File: src/rtl/patmos.sv
// patmos: UART echo unit (8N1 receiver, one-byte holding buffer, transmitter, last-byte LEDs, byte counter)
module patmos #(
  parameter int CLK_FREQ = 100000000,
  parameter int BAUD = 115200
) (
  input  logic        clk,
  input  logic        reset,
  input  logic        io_uartPins_rx,
  output logic        io_uartPins_tx,
  output logic [7:0]  io_led,
  output logic [31:0] io_dummy
);
  localparam int DIV = (CLK_FREQ + BAUD / 2) / BAUD;
  localparam int TW = $clog2(DIV);
  localparam logic [TW-1:0] FULL = TW'(DIV - 1);
  localparam logic [TW-1:0] HALF = TW'(DIV / 2 - 1);
  typedef enum logic [1:0] {IDLE, START, DATA, STOP} state_t;
  state_t rs, ts;
  logic s1, s2, armed, full, rd, wr, rx_ok;
  logic [1:0] live;
  logic [TW-1:0] rt, tt;
  logic [2:0] rn, tn;
  logic [7:0] rsh, tsh, hold;
  assign rx_ok = rs == STOP && rt == '0 && s2;
  assign rd = full && (ts == IDLE || (ts == STOP && tt == '0));
  assign wr = rx_ok && (!full || rd);
  // live marks when s2 holds a real line sample; armed needs the line seen high before hunting
  always_ff @(posedge clk) begin
    if (reset) begin
      s1 <= 1'b1;
      s2 <= 1'b1;
      live <= '0;
      armed <= 1'b0;
      rs <= IDLE;
      rt <= '0;
      rn <= '0;
      rsh <= '0;
      io_led <= '0;
      io_dummy <= '0;
    end else begin
      s1 <= io_uartPins_rx;
      s2 <= s1;
      live <= {live[0], 1'b1};
      armed <= armed | (live[1] & s2);
      case (rs)
        IDLE: if (armed && !s2) begin
          rs <= START;
          rt <= HALF;
        end
        START: if (rt == '0) begin
          rs <= s2 ? IDLE : DATA;
          rt <= s2 ? '0 : FULL;
          rn <= '0;
        end else rt <= rt - TW'(1);
        DATA: if (rt == '0) begin
          rsh <= {s2, rsh[7:1]};
          rn <= rn + 3'd1;
          rt <= FULL;
          rs <= rn == 3'd7 ? STOP : DATA;
        end else rt <= rt - TW'(1);
        default: if (rt == '0) begin
          rs <= IDLE;
          armed <= s2;
          if (s2) begin
            io_led <= rsh;
            io_dummy <= io_dummy + 32'd1;
          end
        end else rt <= rt - TW'(1);
      endcase
    end
  end
  always_ff @(posedge clk) begin
    if (reset) begin
      full <= 1'b0;
      hold <= '0;
      ts <= IDLE;
      tt <= '0;
      tn <= '0;
      tsh <= '0;
      io_uartPins_tx <= 1'b1;
    end else begin
      full <= wr | (full & ~rd);
      if (wr) hold <= rsh;
      case (ts)
        IDLE: if (full) begin
          ts <= START;
          tsh <= hold;
          tt <= FULL;
          io_uartPins_tx <= 1'b0;
        end
        START: if (tt == '0) begin
          ts <= DATA;
          tt <= FULL;
          tn <= '0;
          io_uartPins_tx <= tsh[0];
          tsh <= tsh >> 1;
        end else tt <= tt - TW'(1);
        DATA: if (tt == '0) begin
          tt <= FULL;
          tn <= tn + 3'd1;
          ts <= tn == 3'd7 ? STOP : DATA;
          io_uartPins_tx <= tn == 3'd7 ? 1'b1 : tsh[0];
          tsh <= tsh >> 1;
        end else tt <= tt - TW'(1);
        default: if (tt == '0) begin
          ts <= full ? START : IDLE;
          tt <= full ? FULL : '0;
          io_uartPins_tx <= !full;
          if (full) tsh <= hold;
        end else tt <= tt - TW'(1);
      endcase
    end
  end
endmodule

File: config.mk
export PLATFORM = sky130hd
export DESIGN_NAME = patmos
export DESIGN_NICKNAME = d
export VERILOG_FILES = /design/src/rtl/patmos.sv
export SDC_FILE = /design/constraint.sdc
export NUM_CORES = 1
export LEC_CHECK = 0
export ABC_AREA = 0
export CAP_MARGIN = 20
export CORE_UTILIZATION = 52
export DETAILED_ROUTE_END_ITERATION = 10
export GPL_ROUTABILITY_DRIVEN = 0
export HOLD_SLACK_MARGIN = 0.05
export PLACE_DENSITY = 0.74
export SYNTH_ARGS = -nofsm -noshare
export SYNTH_HDL_FRONTEND = slang
export SYNTH_SLANG_ARGS = --single-unit
File: constraint.sdc
create_clock -name clk -period 1.76 [get_ports clk]
set_input_delay 0.352 -clock clk [delete_from_list [all_inputs] [get_ports clk]]
set_output_delay 0.352 -clock clk [all_outputs]
set_load 0.01 [all_outputs]
== Yosys cells after proc, flatten, opt, wreduce, memory -nomap -nowiden ==
Cells that the tools add are included.

* Flip-flop bits (word level): 101
* Output and inout port bits: 41

* $add $sub $neg: 5
* Equal/unequal tests: 16
* Mux-type cells: 44
* Bitwise operators: 6
* Reduce and logical (&&, ||, !) cells: 28

{| class="wikitable"
|+ Operators with widths
! kind !! number
|-
| 2-to-1 mux 10 bit || 9
|-
| adder 32 x 1 -> 32 bit, second input constant || 1
|-
| case mux 10 bit (3 select lines) || 1
|-
| 2-to-1 mux 8 bit || 3
|-
| logical NOT 10 bit || 2
|-
| case mux 10 bit (2 select lines) || 1
|-
| subtractor 10 x 1 -> 10 bit, second input constant || 2
|-
| 2-to-1 mux 2 bit || 9
|-
| case mux 8 bit (2 select lines) || 1
|-
| 2-to-1 mux 3 bit || 4
|-
| inequality test 2 bit, second input constant || 6
|-
| case mux 2 bit (3 select lines) || 2
|-
| case mux 3 bit (2 select lines) || 2
|-
| 2-to-1 mux 1 bit || 11
|-
| AND reduction 3 bit || 3
|-
| equality test 2 bit, second input constant || 4
|-
| AND reduction 4 bit || 2
|-
| nonzero test 2 bit || 4
|-
| adder 3 x 1 -> 3 bit, second input constant || 2
|-
| equality test 3 bit, second input constant || 2
|-
| logical AND 1 bit || 6
|-
| AND reduction 2 bit || 3
|-
| equality test 2 x 1 -> 1 bit, second input constant || 2
|-
| logical NOT 2 bit || 2
|-
| 10 further kinds || 15
|}

== Depth between registers and ports, before layout ==
Gate-level depths: netlist of run 1.

* Word-level depth: 7
* Gate-level depth with buffers: 9
* Depth with buffers taken out: 7

== Worst setup path before layout of run 1 ==
OpenSTA, ideal clock, no wires.

* Kind: flip-flop to flip-flop
* Start point: register rt[0]
* End point: register io_dummy[15]
* Arrival: 1866 ps
* Required time: 1690 ps
* Setup slack: -177 ps
* Stages on the path, launching flop included: 8
* Path through: dfxtp_1 -> inv_1 -> ha_1 -> nor3b_2 -> nand4_1 -> or4_4 -> or3_1 -> a21oi_1

* Longest elaborated chain between the ends: 2

{| class="wikitable"
|+ RTL lines
! item !! line !! source
|-
| start: declaration || 21 || <nowiki>logic [TW-1:0] rt, tt;</nowiki>
|-
| start signal: assignment || 52 || <nowiki>rt <= s2 ? '0 : FULL;</nowiki>
|-
| start signal: assignment || 54 || <nowiki>end else rt <= rt - TW'(1);</nowiki>
|-
| start signal: assignment || 60 || <nowiki>end else rt <= rt - TW'(1);</nowiki>
|-
| logical NOT 10 bit || 61 || <nowiki>default: if (rt == '0) begin</nowiki>
|-
| AND reduction 3 bit (no line) || -- ||
|-
| end signal: assignment || 66 || <nowiki>io_dummy <= io_dummy + 32'd1;</nowiki>
|-
| end: declaration || 11 || <nowiki>output logic [31:0] io_dummy</nowiki>
|}

No other way between the ends.
A chain may end at the register's enable or synchronous reset.

== Worst setup path after layout of run 1 ==
* Start point: register rt[1]
* End point: register io_dummy[15]

The elaborated chain is that of the path after synthesis.

==> results of run 1 <==
[final timing paths]
| kind | cells past startpoint | slack (ns) | endpoint | from |
|---|---|---|---|---|
| max | 7 | -0.20 | io_dummy[15]$_SDFFE_PP0P_ | rt[1]$_SDFFE_PP0P_ |
| min reg2reg | 1 | 0.43 | s2$_SDFF_PP1_ | s1$_SDFF_PP1_ |
| min | 1 | 0.43 | s2$_SDFF_PP1_ | s1$_SDFF_PP1_ |
| max reg2reg | 7 | -0.20 | io_dummy[15]$_SDFFE_PP0P_ | rt[1]$_SDFFE_PP0P_ |
[through the flow]
step                      hold slack [ns]  utilization, %  cells  instance area [µm²]  TNS [ns]
final                              0.4290           77.88    837                 6892    -1.543
after global routing               0.4429           77.88    837                 6892    -4.661
after CTS                          0.4291           73.87    827                 6536    -1.191
after detailed placement           0.4069           69.17    805                 6121    -4.253
after global placement             0.4002           69.17    805                 6121   -0.9325
after floorplan                    0.3895               -    585                 4913   -0.7089
[routing by layer]
| layer | vias up | part of all wire, % | GRT usage [%] | routed length [µm] |
|---|---|---|---|---|
| met2 | 154 | 50 | 47.45 | 6935 |
| met4 | 0 | 2.7 | 10.33 | 369 |
| met3 | 35 | 4.6 | 5.583 | 645 |
| met1 | 2376 | 43 | 34.52 | 5973 |
| met5 | - | 0 | 0 | 0 |
| li1 | 2364 | - | - | - |
[layout by cell type (no fill, tap or decap), types with 10 or more instances in the layout]
master           instances
a21oi_1                 45
buf_4                  103
clkdlybuf4s50_1         30
dfxtp_1                 82
dfxtp_2                 18
dlymetal6s2s_1          12
inv_1                   13
mux2i_1                 17
nand2_1                 68
nand3_1                 12
nand4_1                 10
nor2_1                  68
nor4_2                  10
o21ai_0                 20
xnor2_1                 16
[layout make-up]
type	instances	share of cell area, %
multi-input cells	440	44.72
well taps	108	1.961
clock buffers	10	1.852
clock inverters	6	0.9078
flip-flops and latches	101	29.72
repair buffers	155	19.92
inverters	17	0.9259
[power by group]
part | switching, W | internal (W)
clock | 0.000898 | 0.000556
combinational | 0.00107 | 0.00110
sequential | 0.0000708 | 0.00239
total | 0.00204 | 0.00405
[worst max-delay path, stage by stage, from the launching register on]
cell and delay [ns]:
dfxtp_2 0.34, inv_2 0.07, ha_4 0.12, nor3b_4 0.19, nand4_1 0.16, or4_4 0.53
or3_1 0.32, a21oi_1 0.14
[flip-flops by register name, indices dropped and copies added, names as in the netlist, 3 cells and up]
name and cells:
hold 8, io_dummy 32, io_led 8, rn 3
rsh 8, rt 10, tn 3, tsh 8
tt 10
[cells by family (layout without fill, tap and decap cells)]
kind of cell               count (synthesis)  count (layout)
and+or+nand+nor                          255             255
buffers and inverters                     44             188
AOI/OAI and AO/OA                        131             131
DFF                                      101             101
xor gates and xnor gates                  23              23
adders and majority gates                 13              13
muxes                                     18              18
[timing repair]
item	4_1_cts	5_1_grt
gates resized for setup	35	79
pin swaps	20	20
gates cloned	1	0
setup buffers	7	12
endpoints found under the setup margin	57	91
==> impl_metrics.json, run 1 <==
{
  "netlist_instances": 585,
  "start_util_pct": 54.51,
  "slew_violations": 0,
  "first_global_vias": 4748,
  "nNetsFinal": 740,
  "track_usage_pct": 27.73,
  "p_leak_nw": 2.726,
  "drive_gt1_share_pct": 32.10,
  "fin_crit_ns": 1.957,
  "synth_edf_count": 0,
  "synthTopCellsByArea": "dfxtp_1 (42%), nor2_1 (5.8%), a21oi_1 (5.6%)",
  "synth_area_um2": 4823,
  "dieWidth_um": 98.31,
  "path_class": "reg -> reg",
  "ir_drop_v": 0.0004966,
  "hold_buffers": 0,
  "yosysMostFrequentCell": "dfxtp_1",
  "cts_buffers": 9,
  "synth_top_family_by_area": "simple AND/OR/NAND/NOR gates",
  "hold_viol_final": 0,
  "via_per_inst": 5.889,
  "worstHoldPathType": "reg -> reg",
  "multi_input_area_um2": 3082,
  "worst_slew_pin_slew_ns": 0.6209,
  "ys_ff_latch": 101,
  "ys_warn_count": 0,
  "overflow": 0,
  "clkSinkCount": 101,
  "insertion_delay_ns": 0.38,
  "coreArea_um2": 8848,
  "syn_nets": 601,
  "cp-end-kind": "flop",
  "setup_violations": 21,
  "max_freq_mhz": 511.1,
  "synthMuxAreaShare_pct": 3.761,
  "cts_tree": "yes",
  "synthDominantCellAreaShare_pct": 41.92,
  "slew_headroom_pct": 58.45,
  "wl_um": 13920,
  "worstPathRequired_ns": 2.05,
  "syn2layout_area_growth_pct": 42.88,
  "avgSynthCellArea_um2": 8.245,
  "maxCapViolations": 0,
  "synth_xor_xnor_area_share_pct": 4.176,
  "grt_antenna_before_repair": 0,
  "std_cell_rows": 34,
  "die-area_um2": 9665,
  "yosys_most_used_dff": "dfxtp_1",
  "fin_crit_sh_pct": 111.2,
  "yosys.cell_types.count": 61,
  "routed-via-count": 4929,
  "dp_slack_ns": -0.2496,
  "portBuffers": 43,
  "htree_levels": 3,
  "status": "finished with violations",
  "drc_errors": 0,
  "synth-async-reset-ratio_pct": 0,
  "die_h_um": 98.31,
  "boundaryPins": 44,
  "cts_max_path_buffers": 2,
  "grt_max_degree": 62,
  "arrival_ns": 2.25,
  "drtAntennaViolNets": 0,
  "grt_pass1_wl_um": 22000,
  "fin_ws_ns": -0.1965,
  "n_antenna_cell": 0,
  "first_pass_iters": 4,
  "yosys.area.top_type": "dfxtp_1",
  "hpwl_um": 8992,
  "drt_iter0_drc": 196,
  "post_drt_wl_per_cell_um": 16.63,
  "rsz0062_at_grt": "yes",
  "seq_area_frac_synth_pct": 41.92,
  "path_max_fanout": 5,
  "synth-adder-area-share_pct": 3.372,
  "failed_checks": "negative setup slack",
  "finClkSkew_ns": 0.01915,
  "power_w": 0.006088,
  "synthTopCellsByCount": "dfxtp_1 (101), nor2_1 (74), nand2_1 (68), a21oi_1 (54), o21ai_0 (23)",
  "ff_latch_area_um2": 2048,
  "cts_root_buffer": "clkbuf_8",
  "fill_cells": 593,
  "synthSimpleGateAreaFrac_pct": 26.38,
  "cp-start-kind": "flop",
  "powerDensity_nw_per_um2": 883.4,
  "clkSlewWorstSetupHoldPaths_ns": 0.11,
  "synth_compound_area_share_pct": 16.78
}
(Power assumes the default switching activity.)
==> run 2, diff against run 1 <==
CORE_UTILIZATION = 55   (was 52)
PLACE_DENSITY = 0.75   (was 0.74)
SLEW_MARGIN = 10   (was not set)
clock period = 1.8 ns   (was 1.76 ns; I/O delays follow)
==> impl_metrics.json, run 2 (synthesized netlist as in run 1, its figures left out) <==
{
  "status": "finished with violations",
  "failed_checks": "negative setup slack",
  "path_max_fanout": 6,
  "p_clk_share_pct": 26.2,
  "reg_top3": "io_dummy (32), rt (10), tt (10)",
  "stdcell_area_um2": 6885,
  "cts_buffers": 9,
  "r2r_cells": 7,
  "max_freq_mhz": 503.4,
  "cts_tree": "yes",
  "reg2reg_slack_ns": -0.19,
  "start_util_pct": 57.83,
  "clkSlewWorstSetupHoldPaths_ns": 0.11,
  "arrival_ns": 2.31,
  "wl_um": 14030,
  "syn2layout_area_growth_pct": 42.75,
  "hold_viol_final": 0,
  "crit_end": "io_dummy[15]$_SDFFE_PP0P_",
  "routed-via-count": 4947,
  "r2r-start": "rt[0]$_SDFFE_PP0P_",
  "n_antenna_cell": 0,
  "holdWs_ns": 0.3703,
  "slew_headroom_pct": 57.25,
  "fin_crit_ns": 1.987,
  "first_pass_iters": 5,
  "regToRegEndpoint": "io_dummy[15]$_SDFFE_PP0P_",
  "clkSinkCount": 101,
  "regMostFlops": "io_dummy",
  "first_global_vias": 4641,
  "setup_violations": 36,
  "insertion_delay_ns": 0.38,
  "via_per_inst": 5.996,
  "cp-end-kind": "flop",
  "worst_slew_pin_slew_ns": 0.6345,
  "crit_slowest_cell": "or4_4",
  "drive_gt1_share_pct": 32.78,
  "cp-start-kind": "flop",
  "grt_pass1_wl_um": 21450,
  "max_stage_delay_ns": 0.55,
  "portBuffers": 43,
  "largest_reg_flops": 32,
  "met3_length_um": 766,
  "path_class": "reg -> reg",
  "mostFrequentLayoutCell": "buf_4",
  "powerDensity_nw_per_um2": 855.7,
  "placed_area_um2": 5996,
  "dieWidth_um": 95.65,
  "p_seq_share_pct": 41.0,
  "route.met2.wl_um": 6962,
  "worstHoldPathType": "in -> reg",
  "fin_crit_sh_pct": 110.4,
  "multi_input_area_um2": 3124,
  "grt_antenna_before_repair": 0,
  "fin_ws_ns": -0.1867,
  "fill_cells": 481,
  "overflow": 0,
  "p_int_w": 0.003876,
  "p_leak_nw": 2.591,
  "ff_latch_area_um2": 2051,
  "startpoint": "rt[0]$_SDFFE_PP0P_",
  "die-area_um2": 9148,
  "layout_common_cells": "buf_4 (89), dfxtp_1 (84), nor2_1 (69), nand2_1 (63), a21oi_1 (38)",
  "maxCapViolations": 0,
  "rsz0062_at_grt": "yes",
  "cts_max_path_buffers": 2,
  "wl_met1_um": 5932,
  "drtAntennaViolNets": 0,
  "netSwitchingFraction_pct": 34.22,
  "hold_path.startpoint": "reset",
  "htree_levels": 3,
  "track_usage_pct": 30.01,
  "die_h_um": 95.65,
  "dp_slack_ns": -0.2018,
  "drc_errors": 0,
  "hpwl_um": 8858,
  "power_frac_comb_pct": 32.8,
  "top_layer": "met4",
  "grt_max_degree": 59,
  "p_switching_w": 0.002016,
  "drt_iter0_drc": 312,
  "nNetsFinal": 731,
  "slew_violations": 0,
  "finClkSkew_ns": 0.01758,
  "std_cell_rows": 33,
  "worstPathRequired_ns": 2.12,
  "ir_drop_v": 0.0004904,
  "boundaryPins": 44,
  "coreArea_um2": 8341,
  "cts_root_buffer": "clkbuf_8",
  "post_drt_wl_per_cell_um": 17.01,
  "path_cells": "inv_2, ha_4, nor3b_4, nand4_1, or4_4, or3_4, a21oi_2"
}
-- run 2: changes by cell type in the layout (fill, tap and decap cells not counted), moves of 4 or more --
cell / delta
dfxtp_2: -4
nand2_2: +4
a21oi_1: -7
nand2_1: -5
clkdlybuf4s50_1: +7
buf_4: -14
buf_6: +4
a21oi_2: +7
dlymetal6s2s_1: -7
-- run 2: area by class of cell --
type                    count  share of cell area [%]
multi-input cells         440                   45.38
flip-flops and latches    101                   29.78
repair buffers            146                   18.84
well taps                 105                   1.908
clock buffers               9                   1.799
clock inverters             7                   1.363
inverters                  17                  0.9268
-- run 2: layer usage --
layer  GRT usage (%)  vias up
li1                -     2353
met1           36.91     2369
met2           51.01      180
met3           5.821       45
met4           12.69        0
met5               0        -
-- run 2: timing repair --
action / 4_1_cts / 5_1_grt
gates resized for setup: 37 / 101
hold buffers: 0 / 0
endpoints found under the setup margin: 44 / 77
pin swaps: 9 / 40
gates cloned: 0 / 1
setup buffers: 6 / 13
-- run 2: power groups by stage --
| stage | Clock (W) | Sequential, W | Combinational [W] |
|---|---|---|---|
| after global placement | 0 | 0.00245 | 0.00139 |
| final | 0.00155 | 0.00241 | 0.00193 |
| after floorplan | 0 | 0.00245 | 0.000815 |
| after global routing | 0.00165 | 0.00243 | 0.00207 |
| after CTS | 0.00158 | 0.00241 | 0.00158 |
| after detailed placement | 0 | 0.00245 | 0.00143 |
-- run 2: stage by stage --
step                util [%]  setup TNS, ns  cells  total power (W)
floorplan                  -        -0.4224    585         0.003269
global placement       71.89        -0.4730    790         0.003836
detailed placement     71.89         -2.810    790         0.003882
CTS                    76.75        -0.5142    811         0.005566
global route           82.55         -5.857    825         0.006146
finish                 82.55         -1.905    825         0.005892
-- run 2: worst max-delay path: cells and delay by family (launching register included) --
kind | cells | cell delay, ns
fa+ha+maj | 1 | 0.13
simple gates | 4 | 1.26
buf+inv | 1 | 0.07
compound gates | 1 | 0.12
flops | 1 | 0.34
-- run 2: worst min path at each step --
stage / to / slack, ns / depth (start not counted)
3_5_place_dp: s2$_SDFF_PP1_ / 0.40 / 1
6_report: tn[1]$_SDFFE_PP0P_ / 0.37 / 2
5_1_grt: tn[1]$_SDFFE_PP0P_ / 0.37 / 2
2_1_floorplan: s2$_SDFF_PP1_ / 0.39 / 1
4_1_cts: tn[1]$_SDFFE_PP0P_ / 0.35 / 2
3_3_place_gp: s2$_SDFF_PP1_ / 0.40 / 1
==> run 3, diff against run 2 <==
CTS_BUF_LIST = sky130_fd_sc_hd__clkbuf_4 sky130_fd_sc_hd__clkbuf_8   (was not set)
==> results of run 3 <==
Same layout as run 2: the final DEF is identical, and so are final timing and power.
